### src/rtl/cpu_ctrl_pkg.sv
// Shared control-unit definitions: sequencer state encoding and default counter geometry.
// No logic, so no latency; nothing here exerts backpressure.
package cpu_ctrl_pkg;

    localparam int DEF_STEPS      = 4;
    localparam int DEF_MAX_CYCLES = 8;
    localparam int DEF_LEN_W      = 4;

    typedef enum logic [1:0] {
        ST_IDLE  = 2'd0,
        ST_RUN   = 2'd1,
        ST_STALL = 2'd2
    } seq_state_t;

endpackage

### src/rtl/one_hot_ring.sv
// One-hot ring counter: rotates one position per enabled clock, holds its value when disabled.
// Outputs are registered (zero added latency); backpressure is the caller dropping i_En.
module one_hot_ring #(
    parameter int WIDTH = 4
) (
    input  logic             i_Clk,
    input  logic             i_Reset_n,
    input  logic             i_En,
    output logic [WIDTH-1:0] o_Ring,
    output logic             o_Last
);

    logic [WIDTH-1:0] r_ring;

    always_ff @(posedge i_Clk or negedge i_Reset_n) begin
        if (!i_Reset_n) begin
            r_ring <= WIDTH'(1);
        end else if (i_En) begin
            r_ring <= {r_ring[WIDTH-2:0], r_ring[WIDTH-1]};
        end
    end

    assign o_Ring = r_ring;
    assign o_Last = r_ring[WIDTH-1];

endmodule

### src/rtl/x_group_cycle_sequencer.sv
// T-step / M-cycle sequencer for one opcode x-group; i_Start -> o_Active is one clock.
// i_Mem_Ready low at the last T-step freezes step and cycle (STALL) until it returns high.
module x_group_cycle_sequencer
    import cpu_ctrl_pkg::*;
#(
    parameter int                     STEPS      = DEF_STEPS,
    parameter int                     MAX_CYCLES = DEF_MAX_CYCLES,
    parameter int                     N_OPS      = 8,
    parameter int                     LEN_W      = DEF_LEN_W,
    parameter logic [LEN_W*N_OPS-1:0] LEN_TAKEN  = {N_OPS{LEN_W'(1)}},
    parameter logic [LEN_W*N_OPS-1:0] LEN_SKIP   = {N_OPS{LEN_W'(1)}},
    parameter logic [N_OPS-1:0]       COND_MASK  = '0,
    parameter int                     COND_CYCLE = 1
) (
    input  logic                  i_Clk,
    input  logic                  i_Reset_n,
    input  logic                  i_Start,
    input  logic [N_OPS-1:0]      i_Op_Sel,
    input  logic                  i_Cond_Met,
    input  logic                  i_Mem_Ready,
    output logic [STEPS-1:0]      o_Cycle_Step,
    output logic [MAX_CYCLES-1:0] o_Cycle_Count,
    output logic                  o_Active,
    output logic                  o_Fetch,
    output logic                  o_Stall,
    output logic                  o_Cond_Skip
);

    localparam logic [LEN_W-1:0] MAX_LEN  = LEN_W'(MAX_CYCLES);
    localparam logic [LEN_W-1:0] COND_IDX = LEN_W'(COND_CYCLE);

    seq_state_t       r_state, w_state_nxt;
    logic [LEN_W-1:0] r_idx, w_idx_nxt;
    logic [LEN_W-1:0] r_len, w_len_nxt;
    logic [LEN_W-1:0] r_skip_len, w_skip_len_nxt;
    logic             r_cond, w_cond_nxt;
    logic             r_cond_skip, w_cond_skip_nxt;

    logic             w_step_en;
    logic             w_last_step;
    logic [STEPS-1:0] w_step;
    logic             w_load;

    logic             w_op_valid;
    logic             w_start_ok;
    logic [LEN_W-1:0] w_sel_taken, w_sel_skip;
    logic             w_sel_cond;

    logic             w_shorten;
    logic [LEN_W-1:0] w_len_eff;
    logic [LEN_W:0]   w_idx_p1;
    logic             w_final;

    // Table lengths of zero or beyond the cycle vector are clamped so Count never wraps or empties.
    function automatic logic [LEN_W-1:0] sat_len(input logic [LEN_W-1:0] len);
        if (len == '0) begin
            return LEN_W'(1);
        end
        if (len > MAX_LEN) begin
            return MAX_LEN;
        end
        return len;
    endfunction

    one_hot_ring #(
        .WIDTH (STEPS)
    ) u_step_ring (
        .i_Clk     (i_Clk),
        .i_Reset_n (i_Reset_n),
        .i_En      (w_step_en),
        .o_Ring    (w_step),
        .o_Last    (w_last_step)
    );

    assign w_op_valid = (i_Op_Sel != '0) && ((i_Op_Sel & (i_Op_Sel - N_OPS'(1))) == '0);
    assign w_start_ok = i_Start && w_op_valid;

    always_comb begin
        w_sel_taken = '0;
        w_sel_skip  = '0;
        w_sel_cond  = 1'b0;
        for (int n = 0; n < N_OPS; n++) begin
            if (i_Op_Sel[n]) begin
                w_sel_taken = w_sel_taken | LEN_TAKEN[n*LEN_W +: LEN_W];
                w_sel_skip  = w_sel_skip  | LEN_SKIP[n*LEN_W +: LEN_W];
                w_sel_cond  = w_sel_cond  | COND_MASK[n];
            end
        end
    end

    // A failed condition may cut the op at or below the current cycle; then this cycle is final.
    assign w_shorten = r_cond && (r_idx == COND_IDX) && !i_Cond_Met;
    assign w_len_eff = w_shorten ? r_skip_len : r_len;
    assign w_idx_p1  = {1'b0, r_idx} + (LEN_W+1)'(1);
    assign w_final   = (w_idx_p1 >= {1'b0, w_len_eff});

    always_comb begin
        w_state_nxt     = r_state;
        w_idx_nxt       = r_idx;
        w_len_nxt       = r_len;
        w_skip_len_nxt  = r_skip_len;
        w_cond_nxt      = r_cond;
        w_cond_skip_nxt = 1'b0;
        w_step_en       = 1'b1;
        w_load          = 1'b0;

        unique case (r_state)
            ST_IDLE: begin
                if (w_last_step && w_start_ok) begin
                    w_load = 1'b1;
                end
            end
            ST_RUN, ST_STALL: begin
                if (w_last_step) begin
                    if (!i_Mem_Ready) begin
                        w_state_nxt = ST_STALL;
                        w_step_en   = 1'b0;
                    end else begin
                        if (w_shorten) begin
                            w_len_nxt       = r_skip_len;
                            w_cond_skip_nxt = 1'b1;
                        end
                        if (!w_final) begin
                            w_state_nxt = ST_RUN;
                            w_idx_nxt   = r_idx + LEN_W'(1);
                        end else if (w_start_ok) begin
                            w_load = 1'b1;
                        end else begin
                            w_state_nxt = ST_IDLE;
                            w_idx_nxt   = '0;
                        end
                    end
                end
            end
            default: begin
                w_state_nxt = ST_IDLE;
                w_idx_nxt   = '0;
            end
        endcase

        if (w_load) begin
            w_state_nxt    = ST_RUN;
            w_idx_nxt      = '0;
            w_len_nxt      = sat_len(w_sel_taken);
            w_skip_len_nxt = sat_len(w_sel_skip);
            w_cond_nxt     = w_sel_cond;
        end
    end

    always_ff @(posedge i_Clk or negedge i_Reset_n) begin
        if (!i_Reset_n) begin
            r_state     <= ST_IDLE;
            r_idx       <= '0;
            r_len       <= LEN_W'(1);
            r_skip_len  <= LEN_W'(1);
            r_cond      <= 1'b0;
            r_cond_skip <= 1'b0;
        end else begin
            r_state     <= w_state_nxt;
            r_idx       <= w_idx_nxt;
            r_len       <= w_len_nxt;
            r_skip_len  <= w_skip_len_nxt;
            r_cond      <= w_cond_nxt;
            r_cond_skip <= w_cond_skip_nxt;
        end
    end

    assign o_Cycle_Step  = w_step;
    assign o_Cycle_Count = MAX_CYCLES'(1) << r_idx;
    assign o_Active      = (r_state != ST_IDLE);
    assign o_Fetch       = (r_state == ST_IDLE) || (w_idx_p1 == {1'b0, r_len});
    assign o_Stall       = (r_state == ST_STALL);
    assign o_Cond_Skip   = r_cond_skip;

endmodule

### config.mk
export PLATFORM = sky130hd
export DESIGN_NAME = x_group_cycle_sequencer
export DESIGN_NICKNAME = d
export VERILOG_FILES = /design/src/rtl/cpu_ctrl_pkg.sv /design/src/rtl/one_hot_ring.sv /design/src/rtl/x_group_cycle_sequencer.sv
export SDC_FILE = /design/constraint.sdc
export NUM_CORES = 1
export LEC_CHECK = 0
export BUFFER_PORTS_ARGS = -buffer_cell sky130_fd_sc_hd__buf_4
export CORE_UTILIZATION = 47
export DETAILED_ROUTE_END_ITERATION = 10
export PLACE_DENSITY = 0.88
export SETUP_SLACK_MARGIN = 0.4
export SYNTH_ARGS = -nofsm -noshare
export SYNTH_HDL_FRONTEND = slang
export SYNTH_SLANG_ARGS = --single-unit
### constraint.sdc
create_clock -name i_Clk -period 2.3 [get_ports i_Clk]
set_clock_uncertainty 0.1 [all_clocks]
set_input_delay 0.115 -clock i_Clk [delete_from_list [all_inputs] [get_ports i_Clk]]
set_output_delay 0.115 -clock i_Clk [all_outputs]
set_load 0.02 [all_outputs]
==> flow_metrics.env, run 1 <==
export IMPL_syn_area_per_cell_sq_um=9.241
export IMPL_worst_setup_path_type="register to primary output"
export IMPL_cp_start_kind="register"
export IMPL_antennaDiodeCount=0
export IMPL_fin_cells=129
export IMPL_path_cells="ha_4 -> ha_4 -> and3b_1 -> mux2i_4 -> o21ai_0 -> buf_4"
export IMPL_path_max_fanout=4
export IMPL_multi_input_area_sq_um=568.0
export IMPL_fin_crit_ns=2.091
export IMPL_synth_seq_cells=10
export IMPL_max_vdd_ir_drop_v=0.0004518
export IMPL_grtUsageTotal=0.1980
export IMPL_cts_tree="built"
export IMPL_hold_class="input port to asynchronous set/reset pin"
export IMPL_die_h_um=42.40
export IMPL_r2r_start="r_idx[0]"
export IMPL_fin_crit_sh=0.9090
export IMPL_clkLatencyLatePin_ns=0.26
export IMPL_hold_viol=0
export IMPL_endpoint_kind="primary output"
export IMPL_io_buffers=26
export IMPL_clk_pin_slew_worst_paths_ns=0.07
export IMPL_max_freq_ghz=0.4783
export IMPL_grt_overflow=0
export IMPL_initialDrtViolationCount=6
export IMPL_synth_top_area_cell="dfrtp_1"
export IMPL_r2r_setup_slack_ns=0.22
export IMPL_synth_commonest_cells="dfrtp_1, ha_1, inv_1"
export IMPL_ys_seq_area_frac=0.3279
export IMPL_synth_edff_count=0
export IMPL_hpwl_mm=1.310
export IMPL_synthAdderAreaFrac=0.1468
export IMPL_slew_viol_final=0
export IMPL_layout_setup_ws_ns=0.2093
export IMPL_yosysUniqueCellTypes=32
export IMPL_crit_slowest_cell="dfrtp_2"
export IMPL_cts_path_max_buffers=2
export IMPL_synth_top_family_by_area="simple AND/OR/NAND/NOR gates"
export IMPL_grt_pass1_wl_mm=2.704
export IMPL_synthMuxAreaShare=0.04241
export IMPL_vias=728
export IMPL_regArea_sq_um=252.7
export IMPL_grt_pass1_vias=691
export IMPL_leakage_uw=0.0005294
export IMPL_routed_wl_mm=1.878
export IMPL_syn_inst=83
export IMPL_synth_top_area_frac=0.2936
export IMPL_p_per_area_nw_per_um2=606.5
export IMPL_io_pins=29
export IMPL_clock_sinks=10
export IMPL_synthXorXnorAreaFrac=0
export IMPL_wl_per_cell_um=14.56
export IMPL_crit_start="r_idx[0]"
export IMPL_yosysWarningCount=0
export IMPL_netlist_area_sq_um=767.0
export IMPL_crit_path_frequent_cell="ha_4"
export IMPL_place_inst=123
export IMPL_cts_max_level=1
export IMPL_cts_root_buffer="clkbuf_4"
export IMPL_synth_area_top_cells="dfrtp_1, ha_1, inv_1"
export IMPL_syn_nets=105
export IMPL_ys_flop_type="dfrtp_1"
export IMPL_arrival_ns=1.88
export IMPL_required_ns=2.09
export IMPL_drc=0
export IMPL_finalSetupViolations=0
export IMPL_grt_start_max_net_pins=11
export IMPL_core_sq_um=1506
export IMPL_worst_pin_slew_ns=0.6762
export IMPL_gp_congestion=0.8559
export IMPL_status="finished, final reports clean"
export IMPL_nNetsFinal=136
export IMPL_rsz0062_at_grt="true"
export IMPL_die_area_sq_um=1797
export IMPL_slowest_delay_ns=0.44
export IMPL_placementRows=14
export IMPL_start_util=0.5091
export IMPL_drv_cap=0
export IMPL_setup_tns_ns=0
export IMPL_vias_per_cell=5.643
export IMPL_cts_buffers_inserted=3
export IMPL_die_w_um=42.40
export IMPL_drive_gt1_frac=0.4513
export IMPL_synth_compound_gate_area_share=0.1533
export IMPL_syn_to_final_growth_pct=45.19
export IMPL_slew_headroom=0.5465
export IMPL_drtAntennaViolNets=0
export IMPL_dr_pass1_iters=4
export IMPL_antenna_found_initial=0
export IMPL_dp_slack_ns=0.1431
export IMPL_synth_simple_area_share=0.2610
export IMPL_fillers=119
export IMPL_async_reset_ff_frac=1.000
==> routing by layer <==
layer | GRT usage | vias to the layer above | part of all wire
li1 | - | 349 | -
met1 | 0.1978 | 360 | 0.40
met2 | 0.4092 | 19 | 0.57
met3 | 0.05172 | 0 | 0.034
met4 | 0.01875 | 0 | 0
met5 | 0 | - | 0
==> cells in the final DEF, fill, tap and decap left out, types with 2 or more instances in the layout <==
cell type and instances:
buf_4 27, inv_1 8, dfrtp_1 8, ha_1 6
nor3_1 4, nor2_1 4, and2_1 4, nor2b_1 3
a211oi_1 3, nand2_1 3, a21oi_1 3, ha_4 3
clkbuf_4 3, nor4_1 2, nand2b_1 2, nor3_2 2
mux2_2 2
==> where the power goes <==
part	switching, uW	total [uW]	internal (uW)
combinational	177	318	140
clock	58.7	126	66.9
sequential	24.2	232	208
total	260	675	415
==> what timing repair did <==
action                                 CTS  global route
buffers inserted                         0             1
hold buffers                             1             0
gates resized for setup                  6             9
endpoints found under the hold margin   10             0
pin swaps                                2             3
setup endpoints to repair                7             7
==> cells by family (layout without fill, tap and decap cells) <==
group,Yosys count,in the layout
multiplexers,3,3
flip-flops,10,10
AND/OR/NAND/NOR,33,33
buffers and inverters,11,41
adder cells (fa/ha/maj),9,9
other,1,1
AO/OA/AOI/OAI,16,16
==> worst max-delay path, delay by kind of cell (launching register included) <==
| family | cells | cell delay, ns |
|---|---|---|
| flops | 1 | 0.44 |
| simple gates | 1 | 0.20 |
| mux | 1 | 0.25 |
| fa+ha+maj | 2 | 0.40 |
| compound gates | 1 | 0.15 |
| buf+inv | 1 | 0.18 |
==> cell type report <==
class / count / area share
inverter: 9 / 0.03034
timing repair buffer: 28 / 0.1910
multi-input combinational: 62 / 0.5101
clock buffer: 4 / 0.02360
tap: 16 / 0.01798
sequential: 10 / 0.2270
==> per-stage QoR <==
step           cell area [sq um]  hold slack (ns)  utilization  total power [uW]
6_report                    1114           0.1082       0.7392             675.4
5_1_grt                     1114           0.1080       0.7392             713.2
4_1_cts                     1055           0.1101       0.7002             629.3
3_5_place_dp               985.9          -0.1514       0.6545             496.1
3_3_place_gp               985.9          -0.1560       0.6545             483.8
2_1_floorplan              785.8          -0.2806            -             402.3
==> path summary, 6_finish.rpt <==
check,cells past startpoint,endpoint
max,6,o_Fetch
min reg2reg,2,u_step_ring.o_Ring[0]
min,2,r_idx[2]
max in group asynchronous,2,u_step_ring.o_Ring[0]
max reg2reg,6,r_state[0]
min in group i_Clk,3,u_step_ring.o_Ring[0]
==> sequential cells by signal (all words and copies together) (netlist names) <==
| name | cells |
|---|---|
| r_idx | 4 |
| u_step_ring.o_Ring | 4 |
| r_state | 2 |
No activity file was read; power rests on OpenSTA's default activity.
==> run 2, diff against run 1 <==
CORE_UTILIZATION = 49   (was 47)
PLACE_DENSITY = 0.89   (was 0.88)
SYNTH_HIERARCHICAL = 1   (was unset)
==> run 2 against run 1 <==
The flow now finishes with violations (design-rule violations). Cell count up 7.8%. Non-clock buffer count increased by 5. Wire length is 1.3% higher. Setup slack got worse by 0.17 ns. Sequential power decreased by 24%. Highest routed layer is now met4.
==> flow_metrics.env, run 2 <==
export IMPL_clock_sinks=10
export IMPL_wl_per_cell_um=13.68
export IMPL_hpwl_mm=1.402
export IMPL_p_per_area_nw_per_um2=313.9
export IMPL_cts_root_buffer="clkbuf_4"
export IMPL_grt_pass1_vias=753
export IMPL_hold_class="input port to register"
export IMPL_io_buffers=26
export IMPL_place_inst=129
export IMPL_ys_flop_type="dfrtp_1"
export IMPL_io_pins=29
export IMPL_place_area_sq_um=1061
export IMPL_core_sq_um=1559
export IMPL_drv_cap=0
export IMPL_grt_overflow=0
export IMPL_max_freq_ghz=0.4419
export IMPL_syn_to_final_growth_pct=41.04
export IMPL_final_area_sq_um=1191
export IMPL_placementRows=14
export IMPL_slew_viol_final=0
export IMPL_grt_start_max_net_pins=11
export IMPL_clk_pin_slew_worst_paths_ns=0.07
export IMPL_status="finished with violations"
export IMPL_cts_buffers_inserted=3
export IMPL_rsz0062_at_grt="true"
export IMPL_dr_pass1_iters=7
export IMPL_synth_area_top_cells="dfrtp_1, ha_1, mux2_2"
export IMPL_dp_slack_ns=0.03512
export IMPL_antenna_found_initial=0
export IMPL_endpoint_kind="register"
export IMPL_syn_area_per_cell_sq_um=9.597
export IMPL_max_vdd_ir_drop_v=0.0003693
export IMPL_finalSetupViolations=0
export IMPL_fillers=119
export IMPL_required_ns=2.34
export IMPL_drtAntennaViolNets=0
export IMPL_power_uw=373.9
export IMPL_synth_edff_count=0
export IMPL_die_w_um=43.52
export IMPL_start_util=0.5417
export IMPL_fin_crit_ns=2.263
export IMPL_fin_crit_sh=0.9838
export IMPL_fin_cells=139
export IMPL_arrival_ns=2.31
export IMPL_syn_inst=88
export IMPL_layout_commonest_cell="buf_4"
export IMPL_die_h_um=43.52
export IMPL_cts_tree="built"
export IMPL_synth_top_area_frac=0.2667
export IMPL_cts_max_level=1
export IMPL_violations="design-rule violations"
export IMPL_die_area_sq_um=1894
export IMPL_ys_seq_area_frac=0.2978
export IMPL_yosysUniqueCellTypes=35
export IMPL_synth_top_area_cell="dfrtp_1"
export IMPL_leakage_uw=0.0006047
export IMPL_hold_viol=0
export IMPL_drc=4
export IMPL_layout_setup_ws_ns=0.03719
export IMPL_worst_setup_path_type="register to register"
export IMPL_grtUsageTotal=0.2235
export IMPL_cts_path_max_buffers=2
export IMPL_routed_wl_mm=1.902
export IMPL_antennaDiodeCount=0
export IMPL_yosysWarningCount=6
export IMPL_grt_pass1_wl_mm=3.070
export IMPL_vias=775
export IMPL_gp_congestion=0.7609
export IMPL_async_reset_ff_frac=1.000
export IMPL_synth_seq_cells=10
export IMPL_clkLatencyLatePin_ns=0.27
export IMPL_syn_nets=110
export IMPL_drive_gt1_frac=0.4797
export IMPL_layout_common_cells="buf_4, ha_1, dfrtp_1"
export IMPL_initialDrtViolationCount=19
export IMPL_setup_tns_ns=0
export IMPL_vias_per_cell=5.576
export IMPL_synth_commonest_cells="dfrtp_1, ha_1, inv_1"
export IMPL_netlist_area_sq_um=844.6
export IMPL_cp_start_kind="register"
export IMPL_path_max_fanout=4
export IMPL_nNetsFinal=146
-- run 2: path summary, 6_finish.rpt --
check | startpoint | end | slack [ns] | cells past startpoint
max in group asynchronous | i_Reset_n | u_step_ring/o_Ring[0] | 1.70 | 2
worst min register to register | u_step_ring/o_Ring[1] | u_step_ring/o_Ring[2] | 0.42 | 1
min in group asynchronous | i_Reset_n | r_idx[0] | 0.17 | 2
worst max-delay path | r_idx[0] | r_state[0] | 0.04 | 8
worst max register to register | r_idx[0] | r_state[0] | 0.04 | 8
worst min-delay path | i_Mem_Ready | r_state[1] | 0.09 | 4
-- run 2: layout make-up --
type                    instances  area [sq um]  area share
multi-input cells              68         596.8      0.5011
flip-flops and latches         10         254.0      0.2132
repair buffers                 33         254.0      0.2132
clock buffers                   4         36.28     0.03046
inverters                       8         30.03     0.02521
well taps                      16         20.02     0.01681
-- run 2: kinds of logic after synthesis --
kind of cell	synth area share
compound gates	0.1393
other cells	0.004440
mux	0.09037
xor+xnor	0.01037
fa+ha+maj	0.1333
flops	0.2978
simple gates	0.2711
buf+inv	0.05333
-- run 2: critical path, stage by stage, from the launching register on --
cell and delay (ns):
dfrtp_2 0.45, ha_4 0.18, ha_4 0.26, nand4bb_1 0.13
a311oi_2 0.32, nor2_2 0.08, o2111ai_2 0.25, nand2_1 0.09
mux2_4 0.27
-- run 2: timing repair --
item | 4_1_cts | 5_1_grt
pin swaps | 7 | 9
resized for setup | 7 | 4
gates cloned | 0 | 0
setup endpoints to repair | 6 | 7
buffers inserted | 5 | 0
hold endpoints to repair | 10 | 0
hold buffers | 1 | 0
-- run 2: metrics by stage --
stage	hold WS [ns]	util
floorplan	-0.2806	-
finish	0.08706	0.7640
detailed placement	-0.1538	0.6806
global route	0.1268	0.7640
global placement	-0.1557	0.6806
CTS	0.08494	0.7528
-- run 2: layer usage --
layer	share of wire	vias up	track usage
met2	0.59	32	0.4576
met5	0	-	0
met1	0.35	364	0.2101
met4	0.011	0	0.07500
li1	-	377	-
met3	0.053	2	0.05417
-- run 2: where the power goes --
part | internal, uW | switching (uW) | leakage [uW] | total (uW)
clock network | 96.0 | 60.6 | 0.0000210 | 157
logic | 19.5 | 21.9 | 0.000469 | 41.5
registers | 176 | 0 | 0.000115 | 176
total | 291 | 82.6 | 0.000605 | 374
